`config.mk`:
```
export PLATFORM = sky130hd
export DESIGN_NAME = issue_sched_flat
export DESIGN_NICKNAME = d
export VERILOG_FILES = /design/src/rtl/issue_sched_if.sv /design/src/rtl/issue_sched.sv /design/src/flat_wrapper.sv
export SDC_FILE = /design/constraint.sdc
export NUM_CORES = 1
export LEC_CHECK = 0
export CAP_MARGIN = 20
export CELL_PAD_IN_SITES_DETAIL_PLACEMENT = 1
export CELL_PAD_IN_SITES_GLOBAL_PLACEMENT = 1
export CORE_AREA = 4 4 334 336
export CTS_BUF_LIST = sky130_fd_sc_hd__clkbuf_4 sky130_fd_sc_hd__clkbuf_8
export CTS_CLUSTER_DIAMETER = 30
export CTS_CLUSTER_SIZE = 40
export DETAILED_ROUTE_END_ITERATION = 10
export DIE_AREA = 0 0 338 340
export PLACE_DENSITY_LB_ADDON = 0.12
export SETUP_SLACK_MARGIN = 0.3
export SLEW_MARGIN = 20
export SYNTH_ARGS = -nofsm -noshare
export SYNTH_HDL_FRONTEND = slang
export SYNTH_SLANG_ARGS = --single-unit
```
`constraint.sdc`:
```
create_clock -name clk -period 6.8 [get_ports clk]
set_clock_uncertainty 0.2 [all_clocks]
set_input_delay 1.7 -clock clk [delete_from_list [all_inputs] [get_ports clk]]
set_output_delay 1.7 -clock clk [all_outputs]
set_load 0.05 [all_outputs]
```
`src/rtl/issue_sched_if.sv`:
```
// rtl/issue_sched_if.sv - issue-queue head and FU-side bundle for issue_sched.
interface issue_sched_if #(
  parameter int ISSUE_W   = 2,
  parameter int PIPE_D    = 3,
  parameter int DATA_W    = 32,
  parameter int PAYLOAD_W = 64
);
  localparam int CW = $clog2(ISSUE_W + 1);

  logic [CW-1:0]               iq_size;
  logic [2*ISSUE_W-1:0]        iq_src_need;
  logic [2*ISSUE_W*5-1:0]      iq_src_addr;
  logic [2*ISSUE_W*DATA_W-1:0] iq_imm;
  logic [ISSUE_W-1:0]          iq_wr_need;
  logic [ISSUE_W*5-1:0]        iq_wr_addr;
  logic [ISSUE_W*PIPE_D-1:0]   iq_accept_mask;
  logic [ISSUE_W-1:0]          iq_is_branch;
  logic [ISSUE_W*PAYLOAD_W-1:0] iq_payload;
  logic [CW-1:0]               iq_pop_number;

  logic [ISSUE_W-1:0]           fu_valid;
  logic [ISSUE_W*DATA_W-1:0]    fu_num1;
  logic [ISSUE_W*DATA_W-1:0]    fu_num2;
  logic [ISSUE_W-1:0]           fu_wr_need;
  logic [ISSUE_W*5-1:0]         fu_wr_addr;
  logic [ISSUE_W*PAYLOAD_W-1:0] fu_payload;

  modport master (
    output iq_size, iq_src_need, iq_src_addr, iq_imm, iq_wr_need, iq_wr_addr,
           iq_accept_mask, iq_is_branch, iq_payload,
    input  iq_pop_number, fu_valid, fu_num1, fu_num2, fu_wr_need, fu_wr_addr, fu_payload
  );

  modport slave (
    input  iq_size, iq_src_need, iq_src_addr, iq_imm, iq_wr_need, iq_wr_addr,
           iq_accept_mask, iq_is_branch, iq_payload,
    output iq_pop_number, fu_valid, fu_num1, fu_num2, fu_wr_need, fu_wr_addr, fu_payload
  );
endinterface

```
`src/rtl/issue_sched.sv`:
```
// rtl/issue_sched.sv - in-order N-way issue stage with scoreboard and registered FU boundary.
// Defining ISSUE_PERF_EN adds perf_stall_cnt / perf_issue_cnt outputs.
module issue_sched #(
  parameter int ISSUE_W   = 2,
  parameter int PIPE_D    = 3,
  parameter int DATA_W    = 32,
  parameter int PAYLOAD_W = 64
) (
  input  logic                          clk,
  input  logic                          rst_n,
  input  logic                          flash,
  input  logic                          stall,
  issue_sched_if.slave                  q,
  output logic [2*ISSUE_W*5-1:0]        regfile_read_addr,
  input  logic [2*ISSUE_W*DATA_W-1:0]   regfile_read_data,
  output logic [2*ISSUE_W*PIPE_D-1:0]   sb_position,
  output logic [2*ISSUE_W*((ISSUE_W > 1) ? $clog2(ISSUE_W) : 1)-1:0] sb_line,
  input  logic [2*ISSUE_W*DATA_W-1:0]   bypass_result
`ifdef ISSUE_PERF_EN
  ,
  output logic [31:0]                   perf_stall_cnt,
  output logic [31:0]                   perf_issue_cnt
`endif
);
  localparam int CW = $clog2(ISSUE_W + 1);
  localparam int LW = (ISSUE_W > 1) ? $clog2(ISSUE_W) : 1;
  localparam int NS = 2 * ISSUE_W;
  localparam logic [PIPE_D-1:0] POS_TOP = PIPE_D'(1) << (PIPE_D - 1);

  logic [PIPE_D-1:0] pos_q [32];
  logic [PIPE_D-1:0] pos_d [32];
  logic [PIPE_D-1:0] mask_q [32];
  logic [PIPE_D-1:0] mask_d [32];
  logic [LW-1:0]     line_q [32];
  logic [LW-1:0]     line_d [32];

  logic [ISSUE_W-1:0]           fu_valid_q, fu_valid_d;
  logic [ISSUE_W*DATA_W-1:0]    fu_num1_q, fu_num1_d;
  logic [ISSUE_W*DATA_W-1:0]    fu_num2_q, fu_num2_d;
  logic [ISSUE_W-1:0]           fu_wr_need_q, fu_wr_need_d;
  logic [ISSUE_W*5-1:0]         fu_wr_addr_q, fu_wr_addr_d;
  logic [ISSUE_W*PAYLOAD_W-1:0] fu_payload_q, fu_payload_d;

  logic [NS-1:0]     src_rdy;
  logic [DATA_W-1:0] src_val [NS];
  logic [ISSUE_W-1:0] iss;
  logic [CW-1:0]      pop;

  assign regfile_read_addr = q.iq_src_addr;
  assign q.iq_pop_number   = pop;
  assign q.fu_valid        = fu_valid_q;
  assign q.fu_num1         = fu_num1_q;
  assign q.fu_num2         = fu_num2_q;
  assign q.fu_wr_need      = fu_wr_need_q;
  assign q.fu_wr_addr      = fu_wr_addr_q;
  assign q.fu_payload      = fu_payload_q;

  // Operand readiness; a source produced earlier in the same bundle is never forwarded.
  always_comb begin
    logic [4:0] a;
    logic       haz;
    sb_position = '0;
    sb_line     = '0;
    for (int s = 0; s < NS; s++) begin
      a          = q.iq_src_addr[s*5 +: 5];
      src_rdy[s] = 1'b0;
      src_val[s] = '0;
      sb_position[s*PIPE_D +: PIPE_D] = pos_q[a];
      sb_line[s*LW +: LW]             = line_q[a];
      haz = 1'b0;
      for (int m = 0; m < ISSUE_W; m++) begin
        if (m < (s >> 1) && q.iq_wr_need[m] && q.iq_wr_addr[m*5 +: 5] == a && a != 5'd0)
          haz = 1'b1;
      end
      if (!q.iq_src_need[s]) begin
        src_rdy[s] = 1'b1;
        src_val[s] = q.iq_imm[s*DATA_W +: DATA_W];
      end else if (haz) begin
        src_rdy[s] = 1'b0;
      end else if (pos_q[a] == '0) begin
        src_rdy[s] = 1'b1;
        src_val[s] = regfile_read_data[s*DATA_W +: DATA_W];
      end else if ((pos_q[a] & mask_q[a]) != '0) begin
        src_rdy[s] = 1'b1;
        src_val[s] = bypass_result[s*DATA_W +: DATA_W];
      end
    end
  end

  // Ready prefix first, then trim from the top so a branch never leaves without its delay slot.
  always_comb begin
    logic [ISSUE_W-1:0] pre;
    logic run;
    logic nxt;
    pre = '0;
    iss = '0;
    pop = '0;
    run = 1'b1;
    for (int k = 0; k < ISSUE_W; k++) begin
      run    = run && (CW'(k) < q.iq_size) && src_rdy[2*k] && src_rdy[2*k+1];
      pre[k] = run;
    end
    nxt = 1'b0;
    for (int k = ISSUE_W - 1; k >= 0; k--) begin
      iss[k] = pre[k] && (!q.iq_is_branch[k] || nxt);
      nxt    = iss[k];
    end
    if (stall || flash)
      iss = '0;
    for (int k = 0; k < ISSUE_W; k++)
      pop = pop + CW'(iss[k]);
  end

  always_comb begin
    for (int e = 0; e < 32; e++) begin
      pos_d[e]  = pos_q[e];
      mask_d[e] = mask_q[e];
      line_d[e] = line_q[e];
    end
    if (flash) begin
      for (int e = 0; e < 32; e++)
        pos_d[e] = '0;
    end else if (!stall) begin
      for (int e = 0; e < 32; e++)
        pos_d[e] = pos_q[e] >> 1;
      // Ascending slot order lets the younger writer of a shared destination win.
      for (int k = 0; k < ISSUE_W; k++) begin
        if (iss[k] && q.iq_wr_need[k] && q.iq_wr_addr[k*5 +: 5] != 5'd0) begin
          pos_d[q.iq_wr_addr[k*5 +: 5]]  = POS_TOP;
          line_d[q.iq_wr_addr[k*5 +: 5]] = LW'(k);
          mask_d[q.iq_wr_addr[k*5 +: 5]] = q.iq_accept_mask[k*PIPE_D +: PIPE_D];
        end
      end
    end
  end

  always_comb begin
    fu_valid_d   = fu_valid_q;
    fu_num1_d    = fu_num1_q;
    fu_num2_d    = fu_num2_q;
    fu_wr_need_d = fu_wr_need_q;
    fu_wr_addr_d = fu_wr_addr_q;
    fu_payload_d = fu_payload_q;
    if (flash) begin
      fu_valid_d   = '0;
      fu_num1_d    = '0;
      fu_num2_d    = '0;
      fu_wr_need_d = '0;
      fu_wr_addr_d = '0;
      fu_payload_d = '0;
    end else if (!stall) begin
      for (int k = 0; k < ISSUE_W; k++) begin
        fu_valid_d[k]   = iss[k];
        fu_wr_need_d[k] = iss[k] & q.iq_wr_need[k];
        fu_wr_addr_d[k*5 +: 5]           = iss[k] ? q.iq_wr_addr[k*5 +: 5] : 5'd0;
        fu_num1_d[k*DATA_W +: DATA_W]    = iss[k] ? src_val[2*k] : '0;
        fu_num2_d[k*DATA_W +: DATA_W]    = iss[k] ? src_val[2*k+1] : '0;
        fu_payload_d[k*PAYLOAD_W +: PAYLOAD_W] =
          iss[k] ? q.iq_payload[k*PAYLOAD_W +: PAYLOAD_W] : '0;
      end
    end
  end

  always_ff @(posedge clk or negedge rst_n) begin
    if (!rst_n) begin
      for (int e = 0; e < 32; e++) begin
        pos_q[e]  <= '0;
        mask_q[e] <= '0;
        line_q[e] <= '0;
      end
      fu_valid_q   <= '0;
      fu_num1_q    <= '0;
      fu_num2_q    <= '0;
      fu_wr_need_q <= '0;
      fu_wr_addr_q <= '0;
      fu_payload_q <= '0;
    end else begin
      for (int e = 0; e < 32; e++) begin
        pos_q[e]  <= pos_d[e];
        mask_q[e] <= mask_d[e];
        line_q[e] <= line_d[e];
      end
      fu_valid_q   <= fu_valid_d;
      fu_num1_q    <= fu_num1_d;
      fu_num2_q    <= fu_num2_d;
      fu_wr_need_q <= fu_wr_need_d;
      fu_wr_addr_q <= fu_wr_addr_d;
      fu_payload_q <= fu_payload_d;
    end
  end

`ifdef ISSUE_PERF_EN
  logic [31:0] perf_stall_q, perf_stall_d;
  logic [31:0] perf_issue_q, perf_issue_d;

  always_comb begin
    perf_stall_d = perf_stall_q +
                   ((q.iq_size != '0 && !stall && !flash && pop == '0) ? 32'd1 : 32'd0);
    perf_issue_d = perf_issue_q + 32'(pop);
  end

  always_ff @(posedge clk or negedge rst_n) begin
    if (!rst_n) begin
      perf_stall_q <= '0;
      perf_issue_q <= '0;
    end else begin
      perf_stall_q <= perf_stall_d;
      perf_issue_q <= perf_issue_d;
    end
  end

  assign perf_stall_cnt = perf_stall_q;
  assign perf_issue_cnt = perf_issue_q;
`endif
endmodule

```
`src/flat_wrapper.sv`:
```
// flat-port wrapper written by rule: the top's interface ports become plain ports
module issue_sched_flat 
#(
  parameter int ISSUE_W   = 2,
  parameter int PIPE_D    = 3,
  parameter int DATA_W    = 32,
  parameter int PAYLOAD_W = 64
)
  (clk, rst_n, flash, stall, regfile_read_addr, regfile_read_data, sb_position, sb_line, bypass_result, q_iq_size, q_iq_src_need, q_iq_src_addr, q_iq_imm, q_iq_wr_need, q_iq_wr_addr, q_iq_accept_mask, q_iq_is_branch, q_iq_payload, q_iq_pop_number, q_fu_valid, q_fu_num1, q_fu_num2, q_fu_wr_need, q_fu_wr_addr, q_fu_payload);
  issue_sched_if #(.ISSUE_W(ISSUE_W), .PIPE_D(PIPE_D), .DATA_W(DATA_W), .PAYLOAD_W(PAYLOAD_W)) q_i ();
  input  logic clk;
  input  logic rst_n;
  input  logic flash;
  input  logic stall;
  output logic [2*ISSUE_W*5-1:0] regfile_read_addr;
  input  logic [2*ISSUE_W*DATA_W-1:0] regfile_read_data;
  output logic [2*ISSUE_W*PIPE_D-1:0] sb_position;
  output logic [2*ISSUE_W*((ISSUE_W > 1) ? $clog2(ISSUE_W) : 1)-1:0] sb_line;
  input  logic [2*ISSUE_W*DATA_W-1:0] bypass_result;
  input wire logic [$bits(q_i.iq_size)-1:0] q_iq_size;
  input wire logic [$bits(q_i.iq_src_need)-1:0] q_iq_src_need;
  input wire logic [$bits(q_i.iq_src_addr)-1:0] q_iq_src_addr;
  input wire logic [$bits(q_i.iq_imm)-1:0] q_iq_imm;
  input wire logic [$bits(q_i.iq_wr_need)-1:0] q_iq_wr_need;
  input wire logic [$bits(q_i.iq_wr_addr)-1:0] q_iq_wr_addr;
  input wire logic [$bits(q_i.iq_accept_mask)-1:0] q_iq_accept_mask;
  input wire logic [$bits(q_i.iq_is_branch)-1:0] q_iq_is_branch;
  input wire logic [$bits(q_i.iq_payload)-1:0] q_iq_payload;
  output wire logic [$bits(q_i.iq_pop_number)-1:0] q_iq_pop_number;
  output wire logic [$bits(q_i.fu_valid)-1:0] q_fu_valid;
  output wire logic [$bits(q_i.fu_num1)-1:0] q_fu_num1;
  output wire logic [$bits(q_i.fu_num2)-1:0] q_fu_num2;
  output wire logic [$bits(q_i.fu_wr_need)-1:0] q_fu_wr_need;
  output wire logic [$bits(q_i.fu_wr_addr)-1:0] q_fu_wr_addr;
  output wire logic [$bits(q_i.fu_payload)-1:0] q_fu_payload;
  assign q_i.iq_size = q_iq_size;
  assign q_i.iq_src_need = q_iq_src_need;
  assign q_i.iq_src_addr = q_iq_src_addr;
  assign q_i.iq_imm = q_iq_imm;
  assign q_i.iq_wr_need = q_iq_wr_need;
  assign q_i.iq_wr_addr = q_iq_wr_addr;
  assign q_i.iq_accept_mask = q_iq_accept_mask;
  assign q_i.iq_is_branch = q_iq_is_branch;
  assign q_i.iq_payload = q_iq_payload;
  assign q_iq_pop_number = q_i.iq_pop_number;
  assign q_fu_valid = q_i.fu_valid;
  assign q_fu_num1 = q_i.fu_num1;
  assign q_fu_num2 = q_i.fu_num2;
  assign q_fu_wr_need = q_i.fu_wr_need;
  assign q_fu_wr_addr = q_i.fu_wr_addr;
  assign q_fu_payload = q_i.fu_payload;
  issue_sched #(.ISSUE_W(ISSUE_W), .PIPE_D(PIPE_D), .DATA_W(DATA_W), .PAYLOAD_W(PAYLOAD_W)) u_core (.clk(clk), .rst_n(rst_n), .flash(flash), .stall(stall), .q(q_i), .regfile_read_addr(regfile_read_addr), .regfile_read_data(regfile_read_data), .sb_position(sb_position), .sb_line(sb_line), .bypass_result(bypass_result));
endmodule
```
Word-level counts from Yosys, hierarchy flattened. Index checks and enable logic that the tools add are counted.

Add/subtract/negate cells: 1. Magnitude comparators: 10. Equality and inequality tests: 3. Muxes and demuxes: 111. Bitwise gates (word level): 22. Reductions and logical operators: 34.

Operator list (count): 96-bit 2-to-1 mux (10); 32-bit 2-to-1 mux (22); 64-bit 2-to-1 mux (6); 128-bit 2-to-1 mux (2); 96-bit bitwise mux (2); 64-bit AND (2); 64-bit NOT (2); 3-bit binary-select mux with 5-bit select (8); 32-bit OR (2); 3-bit 2-to-1 mux (18); 6-bit >= comparator (second input constant) (6); 5-bit NOT with 6-bit output (6); 32-bit AND (1); 32-bit NOT (1); 3-bit demux with 5-bit select (2); 1-bit 2-to-1 mux (26); 1-bit binary-select mux with 5-bit select (4); 10-bit 2-to-1 mux (2); 5-bit nonzero test (4); 1-bit logical AND (17); 3-bit AND (4); 3-bit logical NOT (4); 6-bit by 1-bit less-than comparator with 1-bit output (second input constant) (2); 3-bit nonzero test (4); 12 further kinds (24).

Bits in registers: 494. Input port bits: 562. Output and inout bits: 308. Word-level logic and storage cells: 283.

Logic depth before layout (Yosys ltp).
Depth after elaboration: 27. Gate-level depth with buffers: 18. Mapped depth without buffers: 10.

Least setup slack after synthesis. Ideal clock, no wire load.

Kind: in2out. From: input q_iq_src_addr[10]. To: output q_iq_pop_number[0]. Data arrival time: 5.706 ns. Required time: 4.900 ns. Path slack: -0.806 ns. Stages: 14. Path buffers: 7. Cell sequence: buf_4 -> buf_4 -> buf_4 -> nor2b_1 -> a22oi_1 -> a31oi_1 -> nor3_1 -> nor4_1 -> nor4_4 -> buf_6 -> buf_4 -> buf_4 -> buf_2 -> ha_1.

Cells in the longest elaborated chain, start to end: 17. Elaborated cells on any way between the ends: 26. Classes of those cells: add/sub (1); eq/ne (1); mux (12); bitwise (2); reduce/logical (10).

Ends and longest elaborated chain: from (decl) (RTL line flat_wrapper.sv:22) `input wire logic [$bits(q_i.iq_src_addr)-1:0] q_iq_src_addr;`; 5-bit NOT with 6-bit output (*); 3-bit binary-select mux with 5-bit select (*); 3-bit 2-to-1 mux (*) (2 in series); named net sb_position[7] (RTL line flat_wrapper.sv:17) `output logic [2*ISSUE_W*PIPE_D-1:0] sb_position;`; 3-bit AND (RTL line issue_sched.sv:83) `end else if ((pos_q[a] & mask_q[a]) != '0) begin`; 3-bit nonzero test (RTL line issue_sched.sv:83); 1-bit 2-to-1 mux (RTL line issue_sched.sv:83); 1-bit 2-to-1 mux (*) (RTL line issue_sched.sv:80) `end else if (pos_q[a] == '0) begin`; 1-bit 2-to-1 mux (*) (RTL line issue_sched.sv:78) `end else if (haz) begin`; 1-bit 2-to-1 mux (*) (RTL line issue_sched.sv:75) `if (!q.iq_src_need[s]) begin`; 1-bit logical AND (*) (2 in series) (RTL line issue_sched.sv:100) `run = run && (CW'(k) < q.iq_size) && src_rdy[2*k] && src_rdy[2*k+1];`; 1-bit logical AND (*) (RTL line issue_sched.sv:105) `iss[k] = pre[k] && (!q.iq_is_branch[k] || nxt);`; 1-bit logical OR (RTL line issue_sched.sv:105); 1-bit logical AND (RTL line issue_sched.sv:105); 2-bit 2-to-1 mux (*) (RTL line issue_sched.sv:108) `if (stall || flash)`; 1-bit by 1-bit adder with 2-bit output (*) (RTL line issue_sched.sv:111) `pop = pop + CW'(iss[k]);`; to (decl) (RTL line flat_wrapper.sv:29) `output wire logic [$bits(q_i.iq_pop_number)-1:0] q_iq_pop_number;`.

The timed path passes the listed nets; every way through them passes the cells marked *. The select of a mux whose other input is x is not followed.

Final worst setup path.
From: input q_iq_src_addr[10]. To: output q_iq_pop_number[0].

Cells in the longest elaborated chain, start to end: 17. Elaborated cells on any way between the ends: 26. Classes of those cells: add/sub (1); eq/ne (1); mux (12); bitwise (2); reduce/logical (10).

Ends and longest elaborated chain (RTL line): 5-bit NOT with 6-bit output (not written as such) (issue_sched.sv:80, issue_sched.sv:83); 3-bit binary-select mux with 5-bit select (on tied branches) (issue_sched.sv:80, issue_sched.sv:83); 3-bit 2-to-1 mux (on tied branches) (2 in series) (issue_sched.sv:80, issue_sched.sv:83); 3-bit AND (issue_sched.sv:83); 3-bit nonzero test (issue_sched.sv:83); 1-bit 2-to-1 mux (issue_sched.sv:83); 1-bit 2-to-1 mux (issue_sched.sv:80); 1-bit 2-to-1 mux (*) (issue_sched.sv:78); 1-bit 2-to-1 mux (*) (issue_sched.sv:75); 1-bit logical AND (*) (2 in series) (issue_sched.sv:100); 1-bit logical AND (*) (issue_sched.sv:105); 1-bit logical OR (issue_sched.sv:105); 1-bit logical AND (issue_sched.sv:105); 2-bit 2-to-1 mux (*) (issue_sched.sv:108); 1-bit by 1-bit adder with 2-bit output (*) (issue_sched.sv:111).

Mark *: on every way between the ends. The rest lies on a longest branch, timed or not. The select of a mux whose other input is x is not followed.

==> flow_metrics.py <==
metrics = {
    "critical_path": {
        "start_kind": "primary input",
        "r2r_cells": 13,
        "endpoint": "q_iq_pop_number[0]",
        "r2r-start": "u_core.pos_q[73]",
        "worstSetupPathType": "primary input to primary output",
        "critPathCaptureType": "primary output",
        "critPathRequiredTime_ns": 4.90,
        "rrSetupSlack_ns": 1.76,
        "crit_path_max_fanout": 8,
        "cp-startpoint": "q_iq_src_addr[10]",
        "timing.rr.end": "u_core.mask_q[47]",
        "arrival_ns": 4.58,
    },
    "die": {
        "io_pins": 870,
        "die_w_um": 338,
        "rows": 121,
        "core_mm2": 0.109,
        "start_util": 0.274,
        "die_area_mm2": 0.115,
        "die_h_um": 340,
    },
    "synthesis": {
        "synth_edf_count": 0,
        "netlist_area_mm2": 0.0297,
        "synthArstFlopShare": 1.00,
        "ys_seq_area_frac": 0.416,
        "netlist_instances": 2567,
        "synth_nets": 3130,
        "avgSynthCellArea_um2": 11.6,
        "synth_top_flop_cell": "dfrtp_1",
        "yosys.cell_types.count": 78,
        "ys_warn_count": 0,
        "ys_ff_latch": 494,
    },
    "power_and_ir_drop": {
        "p_int_w": 0.00722,
        "p_sw_frac": 0.298,
        "power_frac_seq": 0.310,
        "worst_ir_drop_vdd_mv": 0.121,
        "p_leak_nw": 19.5,
        "combPwrFrac": 0.177,
        "clock_power_share": 0.513,
        "netSwitchingPower_w": 0.00307,
        "p_per_area_mw_per_mm2": 227,
    },
    "placement": {
        "gp_congestion": 1.02,
        "place_area_mm2": 0.0408,
        "io_buffers": 869,
        "pre_cts_ws_ns": -0.0851,
        "dp_hpwl_mm": 157,
    },
    "cts": {
        "cts.sinks": 494,
        "cts_max_level": 4,
        "cts_tree": "done",
        "root_buffer": "clkbuf_8",
        "path_clk_slew_ns": 0.04,
        "cts_made_buffers": 157,
        "clk_latency_ns": 0.87,
        "ctsLongestPathBuffers": 3,
    },
    "sta": {
        "rsz0062_at_grt": "true",
        "period_needed_ns": 6.48,
        "holdWs_ns": 0.268,
        "max_freq_mhz": 154,
        "finalCritPeriodShare": 0.953,
        "setup_violations": 0,
        "worst_pin_slew_ns": 1.12,
        "timing.max_slew.rel_slack": 0.250,
        "finalHoldViolations": 0,
        "tns_ns": 0,
        "report.final.slew_viol_count": 0,
        "setup_slack_ns": 0.322,
    },
    "outcome": {
        "outcome": "finished clean",
    },
    "cells_and_area": {
        "most-common-layout-cells": "clkdlybuf4s50_1, dfrtp_1, a22o_1",
        "final_nets": 4107,
        "syn2layout_area_growth_pct": 52.8,
        "design_area_mm2": 0.0454,
        "final_common_cell": "clkdlybuf4s50_1",
        "layout-drive-gt1-share": 0.248,
    },
    "min_path": {
        "hold_class": "flip-flop to flip-flop",
    },
    "global_routing": {
        "gr-total-overflow": 0,
        "grt_pass1_vias": 31500,
        "grt_pass1_wl_mm": 272,
        "grt_max_degree": 137,
        "antenna_found_initial": 99,
        "grtUsageTotal": 0.341,
    },
    "routing": {
        "vias": 31000,
        "first_iter_violations": 3312,
        "drt.antenna.violating_nets": 0,
        "finalWirelength_mm": 203,
        "vias_per_cell": 6.01,
        "post-route-drc-count": 0,
        "detail_route.first_pass.iterations": 6,
        "wl_per_cell_um": 39.5,
    },
    "run": {
        "drv_cap": 0,
    },
}
[how the worst min path moves through the flow]
stage	startpoint	slack (ns)	endpoint	cells after the start
2_1_floorplan	u_core.line_q[31]	0.27	u_core.line_q[31]	1
3_3_place_gp	u_core.mask_q[95]	0.25	u_core.mask_q[95]	0
3_5_place_dp	u_core.mask_q[93]	0.25	u_core.mask_q[93]	0
4_1_cts	u_core.mask_q[93]	0.26	u_core.mask_q[93]	0
5_1_grt	u_core.mask_q[93]	0.29	u_core.mask_q[93]	0
6_report	u_core.mask_q[93]	0.27	u_core.mask_q[93]	0
[state kept, by name, indices dropped and copies added (netlist names)]
name and flops:
u_core.q.fu_payload 128, u_core.mask_q 96, u_core.pos_q 96, u_core.q.fu_num1 64
u_core.q.fu_num2 64, u_core.line_q 32, u_core.q.fu_wr_addr 10, u_core.q.fu_valid 2
u_core.q.fu_wr_need 2
[cell families (layout without fill, tap and decap cells)]
kind of cell,Yosys count,after routing,synth area share
AOI/OAI and AO/OA,810,810,0.212
DFF,494,494,0.416
muxes,385,385,0.222
xor gates and xnor gates,8,8,0.00236
adders and majority gates,1,1,0.000421
other,0,60,0
buffers and inverters,323,1428,0.0498
and+or+nand+nor,546,546,0.0974
[metrics by stage]
step                      power [W]   util  cells
after global routing         0.0106  0.418   5125
after CTS                    0.0103  0.414   5069
after detailed placement    0.00498  0.376   4762
final                        0.0103  0.418   5146
after global placement      0.00495  0.376   4762
after floorplan             0.00401      -   2567
[power groups by stage]
stage | logic (W) | registers [W] | clock network [W]
final | 0.00182 | 0.00319 | 0.00528
after global routing | 0.00189 | 0.00319 | 0.00555
after CTS | 0.00180 | 0.00318 | 0.00536
after detailed placement | 0.00176 | 0.00322 | 0
after global placement | 0.00174 | 0.00322 | 0
after floorplan | 0.000693 | 0.00332 | 0
[per-layer routing]
metal,up-vias,GRT usage,wire (µm)
li1,12200,-,-
met1,16100,0.395,73400
met2,2055,0.541,94500
met3,521,0.124,22000
met4,46,0.202,12900
met5,-,0,275
[cells in the mapped netlist (31+ instances only)]
| cell type | number | area, µm² |
|---|---|---|
| nand2_1 | 157 | 589 |
| nor2_1 | 113 | 424 |
| clkbuf_1 | 170 | 638 |
| a22o_1 | 279 | 2440 |
| buf_2 | 68 | 340 |
| dfrtp_1 | 494 | 12400 |
| o21ai_0 | 42 | 210 |
| nand3_1 | 63 | 315 |
| mux4_2 | 218 | 4910 |
| buf_4 | 38 | 285 |
| a21oi_1 | 131 | 656 |
| a32o_1 | 31 | 310 |
| mux2i_1 | 147 | 1470 |
| a22oi_1 | 144 | 1080 |
| o2bb2ai_1 | 65 | 569 |
[final cells by class]
class                           count  area [µm²]
Timing Repair Buffer             1110       11100
Inverter                           31         118
Antenna cell                       60         150
Clock inverter                     75         968
Fill cell                       11500       63100
Clock buffer                      212        2760
Multi-Input combinational cell   1750       16200
Sequential cell                   494       12400
Tap cell                         1414        1770
[critical path: stages]
cell     delay, ns
buf_12        0.13
buf_12        0.14
buf_12        0.11
mux4_2        0.50
mux4_2        0.51
o221a_4       0.30
buf_6         0.13
o41ai_4       0.39
nor3_4        0.10
buf_6         0.14
ha_4          0.27
buf_12        0.13
[repair_timing]
item / CTS / global route
hold buffers: 0 / 0
resized for setup: 51 / 30
pin swaps: 12 / 10
endpoints found under the setup margin: 2 / 2
hold endpoints to repair: 0 / 0
cloned: 6 / 1
buffers inserted: 14 / 16
Note: power is estimated with default switching activity, not from simulation.
